**config.mk**
```make
export PLATFORM = sky130hd
export DESIGN_NAME = wb_port_driver_flat
export DESIGN_NICKNAME = d
export VERILOG_FILES = /design/src/rtl/wb_port_driver_if.sv /design/src/rtl/wb_port_driver.sv /design/src/flat_wrapper.sv
export SDC_FILE = /design/constraint.sdc
export NUM_CORES = 1
export LEC_CHECK = 0
export CORE_MARGIN = 2
export CORE_UTILIZATION = 43
export CTS_BUF_LIST = sky130_fd_sc_hd__clkbuf_8
export DETAILED_ROUTE_END_ITERATION = 16
export PLACE_DENSITY = 0.67
export SYNTH_ARGS = -nofsm -noshare
export SYNTH_HDL_FRONTEND = slang
export SYNTH_SLANG_ARGS = --single-unit
```
**constraint.sdc**
```tcl
create_clock -name clk -period 4.1 [get_ports clk]
set_input_delay 0.615 -clock clk [delete_from_list [all_inputs] [get_ports clk]]
set_output_delay 0.615 -clock clk [all_outputs]
set_load 0.05 [all_outputs]
```
**src/rtl/wb_port_driver_if.sv**
```systemverilog
// Writeback port bundle: ALU result, load result handshake, load-issue
// scoreboard and the register file write port.
interface wb_port_driver_if;
    logic        alu_valid;
    logic [4:0]  alu_dst;
    logic [31:0] alu_data;
    logic        ld_valid;
    logic        ld_ready;
    logic [4:0]  ld_dst;
    logic [31:0] ld_data;
    logic        ld_issue;
    logic [4:0]  ld_issue_dst;
    logic [31:0] busy;
    logic [4:0]  a3;
    logic [31:0] wr;
    logic        wrenable;

    modport master (
        output alu_valid, alu_dst, alu_data,
        output ld_valid, ld_dst, ld_data,
        output ld_issue, ld_issue_dst,
        input  ld_ready, busy, a3, wr, wrenable
    );

    modport slave (
        input  alu_valid, alu_dst, alu_data,
        input  ld_valid, ld_dst, ld_data,
        input  ld_issue, ld_issue_dst,
        output ld_ready, busy, a3, wr, wrenable
    );
endinterface

```
**src/rtl/wb_port_driver.sv**
```systemverilog
// Register file writeback driver: ALU results take priority, load results queue in a FIFO.
// Optional WB_ZERO_REG_FILTER_EN drops writes and pending bits aimed at r0.
module wb_port_driver #(
    parameter int DEPTH = 4
) (
    input  logic              clk,
    input  logic              reset,
    wb_port_driver_if.slave   bus
);
    localparam int AW = $clog2(DEPTH);
    localparam int CW = AW + 1;
    localparam logic [CW-1:0] FULL_CNT = CW'(DEPTH);

    logic [36:0]   mem [DEPTH];
    logic [AW-1:0] rd_ptr;
    logic [AW-1:0] wr_ptr;
    logic [CW-1:0] count;
    logic [36:0]   head;

    logic        alu_take;
    logic        ld_keep;
    logic        issue_ok;
    logic        push;
    logic        pop;
    logic [31:0] set_mask;
    logic [31:0] clr_mask;

`ifdef WB_ZERO_REG_FILTER_EN
    assign alu_take = bus.alu_valid && (bus.alu_dst != 5'd0);
    assign ld_keep  = (bus.ld_dst != 5'd0);
    assign issue_ok = bus.ld_issue && (bus.ld_issue_dst != 5'd0);
`else
    assign alu_take = bus.alu_valid;
    assign ld_keep  = 1'b1;
    assign issue_ok = bus.ld_issue;
`endif

    // Ready is gated by reset so it reads 0 throughout reset and 1 immediately after.
    assign bus.ld_ready = !reset && (count != FULL_CNT);

    assign push     = bus.ld_valid && bus.ld_ready && ld_keep;
    assign pop      = !alu_take && (count != '0);
    assign head     = mem[rd_ptr];
    assign set_mask = issue_ok ? (32'd1 << bus.ld_issue_dst) : 32'd0;
    assign clr_mask = pop ? (32'd1 << head[36:32]) : 32'd0;

    always_ff @(posedge clk) begin
        if (push) begin
            mem[wr_ptr] <= {bus.ld_dst, bus.ld_data};
        end
    end

    always_ff @(posedge clk) begin
        if (reset) begin
            rd_ptr       <= '0;
            wr_ptr       <= '0;
            count        <= '0;
            bus.a3       <= 5'd0;
            bus.wr       <= 32'd0;
            bus.wrenable <= 1'b0;
            bus.busy     <= 32'd0;
        end else begin
            if (push) begin
                wr_ptr <= wr_ptr + AW'(1);
            end
            if (pop) begin
                rd_ptr <= rd_ptr + AW'(1);
            end
            case ({push, pop})
                2'b10:   count <= count + CW'(1);
                2'b01:   count <= count - CW'(1);
                default: count <= count;
            endcase

            if (alu_take) begin
                bus.a3       <= bus.alu_dst;
                bus.wr       <= bus.alu_data;
                bus.wrenable <= 1'b1;
            end else if (pop) begin
                bus.a3       <= head[36:32];
                bus.wr       <= head[31:0];
                bus.wrenable <= 1'b1;
            end else begin
                bus.wrenable <= 1'b0;
            end

            // Issue set is applied after the load-write clear so set wins on collision.
            bus.busy <= (bus.busy & ~clr_mask) | set_mask;
        end
    end
endmodule

```
**src/flat_wrapper.sv**
```systemverilog
// flat-port wrapper written by rule: the top's interface ports become plain ports
module wb_port_driver_flat 
#(
    parameter int DEPTH = 4
)
  (clk, reset, bus_alu_valid, bus_alu_dst, bus_alu_data, bus_ld_valid, bus_ld_dst, bus_ld_data, bus_ld_issue, bus_ld_issue_dst, bus_ld_ready, bus_busy, bus_a3, bus_wr, bus_wrenable);
  wb_port_driver_if bus_i ();
  input  logic clk;
  input  logic reset;
  input wire logic [$bits(bus_i.alu_valid)-1:0] bus_alu_valid;
  input wire logic [$bits(bus_i.alu_dst)-1:0] bus_alu_dst;
  input wire logic [$bits(bus_i.alu_data)-1:0] bus_alu_data;
  input wire logic [$bits(bus_i.ld_valid)-1:0] bus_ld_valid;
  input wire logic [$bits(bus_i.ld_dst)-1:0] bus_ld_dst;
  input wire logic [$bits(bus_i.ld_data)-1:0] bus_ld_data;
  input wire logic [$bits(bus_i.ld_issue)-1:0] bus_ld_issue;
  input wire logic [$bits(bus_i.ld_issue_dst)-1:0] bus_ld_issue_dst;
  output wire logic [$bits(bus_i.ld_ready)-1:0] bus_ld_ready;
  output wire logic [$bits(bus_i.busy)-1:0] bus_busy;
  output wire logic [$bits(bus_i.a3)-1:0] bus_a3;
  output wire logic [$bits(bus_i.wr)-1:0] bus_wr;
  output wire logic [$bits(bus_i.wrenable)-1:0] bus_wrenable;
  assign bus_i.alu_valid = bus_alu_valid;
  assign bus_i.alu_dst = bus_alu_dst;
  assign bus_i.alu_data = bus_alu_data;
  assign bus_i.ld_valid = bus_ld_valid;
  assign bus_i.ld_dst = bus_ld_dst;
  assign bus_i.ld_data = bus_ld_data;
  assign bus_i.ld_issue = bus_ld_issue;
  assign bus_i.ld_issue_dst = bus_ld_issue_dst;
  assign bus_ld_ready = bus_i.ld_ready;
  assign bus_busy = bus_i.busy;
  assign bus_a3 = bus_i.a3;
  assign bus_wr = bus_i.wr;
  assign bus_wrenable = bus_i.wrenable;
  wb_port_driver #(.DEPTH(DEPTH)) u_core (.clk(clk), .reset(reset), .bus(bus_i));
endmodule
```
# Yosys cells after proc, flatten, opt, wreduce, memory -nomap -nowiden
# Memory sizes are Yosys's and may differ from the RTL's. A register that Yosys moved wholly into a read port is not among the register bits.
# Index checks and enable logic that the tools add are counted.
# op_classes
n_addsub,4
n_eq_ne,3
shift,2
n_mux,13
n_bitwise,3
reduce_logical,8
# op_table
op,count
2-to-1 mux 32 bit,4
<< shifter 1 x 5 -> 32 bit (first input constant),2
AND 32 bit,1
NOT 32 bit,1
OR 32 bit,1
2-to-1 mux 5 bit,2
case mux 3 bit (2 select lines),1
adder 2 x 1 -> 2 bit (second input constant),2
2-to-1 mux 1 bit,4
2-to-1 mux 2 bit,2
nonzero test 2 bit,2
adder 3 x 1 -> 3 bit (second input constant),1
logical AND 1 bit,3
inequality test 3 bit (second input constant),1
nonzero test 3 bit,1
subtractor 3 x 1 -> 3 bit (second input constant),1
equality test 2 x 1 -> 1 bit (second input constant),1
equality test 2 bit (second input constant),1
logical NOT 1 bit,2
# totals
reg_bits,77
ram_bits,148
inputBits,84
out_inout_bits,71
elab_cells,41
n_memories,1
# mem_list
name,depth,width,rd,rd_clocked_by_memory_dff,write_ports,line_no,rtl
u_core.mem,4,37,1,1,1,wb_port_driver.sv:14,logic [36:0] mem [DEPTH];

# Logic depth before layout (Yosys ltp)
# depth
depth_word,6
ltp_mapped,9
mapped_depth_nobuf,9

# Least setup slack after synthesis
# OpenSTA, ideal clock, no wires.
# synth_timing
path_kind,input port to flip-flop
start,input reset
end,memory u_core.mem[0][0] (enable)
setup_ns,0.398
arrival_time_ns,2.286
t_required_ns,3.702
slack_ns,1.416
path_stages,3
n_path_buf,1
path_cell_list,clkbuf_1 -> a211oi_1 -> and2_1
# synth_between
elab_chain_cells,5
# synth_lines
element,line_no,rtl
from (decl),flat_wrapper.sv:9,input logic reset;
logical NOT 1 bit,wb_port_driver.sv:39,assign bus.ld_ready = !reset && (count != FULL_CNT);
logical AND 1 bit,wb_port_driver.sv:39,
logical AND 1 bit,wb_port_driver.sv:41,assign push = bus.ld_valid && bus.ld_ready && ld_keep;
2-to-1 mux 1 bit,wb_port_driver.sv:48,if (push) begin
2-to-1 mux 1 bit (implied by the code),wb_port_driver.sv:49,"mem[wr_ptr] <= {bus.ld_dst, bus.ld_data};"
to (decl),wb_port_driver.sv:14,
# No other way between the ends.

# Worst setup path after layout
# layout_timing
start,register u_core.count[0]
end,output bus_ld_ready
# layout_between
elab_chain_cells,2
# layout_lines
element,line_no,rtl
from (decl),wb_port_driver.sv:17,logic [CW-1:0] count;
from (signal assigned),wb_port_driver.sv:70,2'b10: count <= count + CW'(1);
from (signal assigned),wb_port_driver.sv:71,2'b01: count <= count - CW'(1);
from (signal assigned),wb_port_driver.sv:72,default: count <= count;
inequality test 3 bit,wb_port_driver.sv:39,
logical AND 1 bit,wb_port_driver.sv:39,
to (decl),flat_wrapper.sv:18,output wire logic [$bits(bus_i.ld_ready)-1:0] bus_ld_ready;
# No other way between the ends.

==> results.ini <==
[logic_synthesis]
synth_xor_xnor_area_share = 0.004984
synth_top_family_by_area = compound AO/OA/AOI/OAI gates
ys_seq_area_frac = 0.6858
synth_seq_cells = 227
synth_fa_ha_area_frac = 0.009399
yosysWarnings = 0
synthSimpleGateAreaFrac = 0.05483
synth_nets = 714
synth_area_per_cell_sq_um = 14.08
ys_types = 28
syn_area_sq_um = 8786
synthMuxAreaShare = 0.09527
synthTopCellsByArea = edfxtp_1 51%, dfxtp_1 18%, mux4_2 9.2%, a21oi_1 4.2%, a221oi_1 3.7%
synth_top_area_frac = 0.5058
synth_compound_area_frac = 0.1081
syn_inst = 624
yosys.area.top_type = edfxtp_1

[critical_path]
r2r.worst_path.cells = 4
crit_type = flip-flop to primary output
cp-end-kind = primary output
arrival_ps = 2030
critical_path.startpoint_type = flip-flop
crit_fanout = 5
required_ps = 3480

[worst_hold_path]
worstHoldPathType = flip-flop to flip-flop
worst_hold_path.num_cells = 2

[status]
run_status = completed

[sta]
rsz0062_at_grt = false
fmax_ghz = 0.3784
fin_setup_tns_ps = 0
relSlewSlack = 0.3029
finalSetupViolCount = 0
finClkSkew_ps = 22.72
fin_crit_sh = 0.6446
worst_pin_slew_ps = 1046
period_needed_ps = 2643
hold_viol = 0
setup_ws_ps = 1457
slew_violations = 0

[routing]
drt_iter0_drc = 377
routed_via_density = 5.340
routedWlPerCell_um = 18.40
drt-pass1-iter-count = 5
vias = 5746
drc = 0
routed_wl_um = 19790
final_antenna_net_count = 0

[power_and_ir_drop]
cellPowerDensity_nw_per_um2 = 552.8
switchingPower_mw = 2.034
p_leak_nw = 3.804
clkPwrFrac = 0.283
p_int_mw = 4.155
seq_power_share = 0.441
peakVddDrop_mv = 0.2838
swShare = 0.3287
combPwrFrac = 0.276

[floorplanning]
start_util = 0.4356
coreArea_sq_um = 20170
die_x_um = 146.9
io_pins = 155
die_area_sq_um = 21590
die_y_um = 146.9
rows = 52

[global_routing]
gr-total-overflow = 0
grt-busiest-layer = met2
globalRouteMet2Util = 0.3103
antenna_found_initial = 0
grt_max_degree = 79
grt_pass1_vias = 5924
grt_pass1_wl_um = 31110
use_met3 = 0.03696
use_met1 = 0.2353
grt_usage = 0.1824

[placement]
place.gp.congestion = 0.8137
dp_cells = 1010
preCtsSetupSlack_ps = 1316
port_buffers = 154
dp_hpwl_um = 12920

[clock_network]
post-cts-setup-buffers = 0
cts_hold_buffers = 0
clk_latency_ps = 520
clk_pin_slew_ps = 60
numCtsBuffers = 37
htreeDepth = 2
cts_resized = 0
clockRootBuffer = clkbuf_8
cts_buffer_depth = 3
cts_tree = built
clock_sinks = 227

[cells_and_area]
syn2layout_area_growth_pct = 27.41
stdcell_count = 1076
final_common_cell = clkdlybuf4s50_1
layout-drive-gt1-share = 0.1241
mostFrequentLayoutCells = 152 x clkdlybuf4s50_1, 148 x edfxtp_1, 77 x dfxtp_1
nets = 869
diodes = 0

[flow_run]
maxCapViolations = 0

cell type report:
class / instances / area (sq um)
Fill cell: 1605 / 8975
Sequential cell: 227 / 6028
Multi-Input combinational cell: 307 / 2406
Timing Repair Buffer: 161 / 1584
Clock buffer: 41 / 564.3
Tap cell: 270 / 337.8
Inverter: 45 / 168.9
Clock inverter: 25 / 105.1
metal layers:
metal	routed length, um	up-vias	part of all wire
met4	370	0	0.019
met3	1653	37	0.084
li1	-	2658	-
met2	9740	279	0.49
met1	8029	2772	0.41
met5	0	-	0
synthesized netlist by cell type, drive strengths merged:
| library cell | n |
|---|---|
| nand2 | 74 |
| o21ai | 1 |
| a221oi | 37 |
| xor2 | 3 |
| nand2b | 7 |
| nor2b | 2 |
| or2 | 2 |
| edfxtp | 148 |
| or3 | 3 |
| fa | 1 |
| buf | 12 |
| a211oi | 1 |
| mux4 | 37 |
| inv | 45 |
| dfxtp | 79 |
| clkbuf | 33 |
| nor3 | 3 |
| and2 | 5 |
| ha | 5 |
| nor2 | 16 |
| xnor2 | 2 |
| a21oi | 73 |
| o31ai | 33 |
| nand3 | 2 |
sequential cells by signal, indices dropped and copies added (netlist names), named ones only:
register	flops
u_core.bus.wr	32
u_core.bus.wrenable	1
u_core.rd_ptr	2
u_core.bus.a3	5
u_core.wr_ptr	2
u_core.mem	148
u_core.count	3
u_core.bus.busy	32
final timing paths:
check / startpoint / end / slack [ps]
worst min register to register: u_core.bus.busy[31] / u_core.bus.busy[31] / 470
worst min-delay path: u_core.bus.busy[31] / u_core.bus.busy[31] / 470
worst max register to register: u_core.count[2] / u_core.bus.busy[13] / 1600
worst max-delay path: u_core.count[0] / bus_ld_ready / 1460
power groups by stage:
stage / Clock (mW) / Sequential [mW] / Combinational (mW)
2_1_floorplan: 0 / 2.99 / 0.959
4_1_cts: 1.79 / 2.73 / 1.73
5_1_grt: 1.90 / 2.75 / 1.84
3_3_place_gp: 0 / 2.77 / 1.69
6_report: 1.75 / 2.73 / 1.71
3_5_place_dp: 0 / 2.78 / 1.73
worst max-delay path, stage by stage, from the launching register on:
cell and delay (ps):
dfxtp_1 410, nor2_1 90, a21oi_1 190, clkdlybuf4s50_1 840
cells by family (layout without fill, tap and decap cells):
| logic type | count (synthesis) | count (layout) |
|---|---|---|
| flip-flops | 227 | 227 |
| AO/OA/AOI/OAI | 145 | 145 |
| AND/OR/NAND/NOR | 114 | 114 |
| buffers and inverters | 90 | 272 |
| multiplexers | 37 | 37 |
| adder cells (fa/ha/maj) | 6 | 6 |
| XOR/XNOR | 5 | 5 |
through the flow:
| step | total power, mW | hold WS [ps] | util | instance area (sq um) |
|---|---|---|---|---|
| 3_3_place_gp | 4.460 | 461.3 | 0.5218 | 10530 |
| 2_1_floorplan | 3.951 | 484.7 | - | 8786 |
| 6_report | 6.188 | 473.2 | 0.5550 | 11190 |
| 3_5_place_dp | 4.505 | 466.1 | 0.5218 | 10530 |
| 5_1_grt | 6.491 | 497.5 | 0.5550 | 11190 |
| 4_1_cts | 6.256 | 475.2 | 0.5550 | 11190 |
Power figures use the tool's default switching activity.
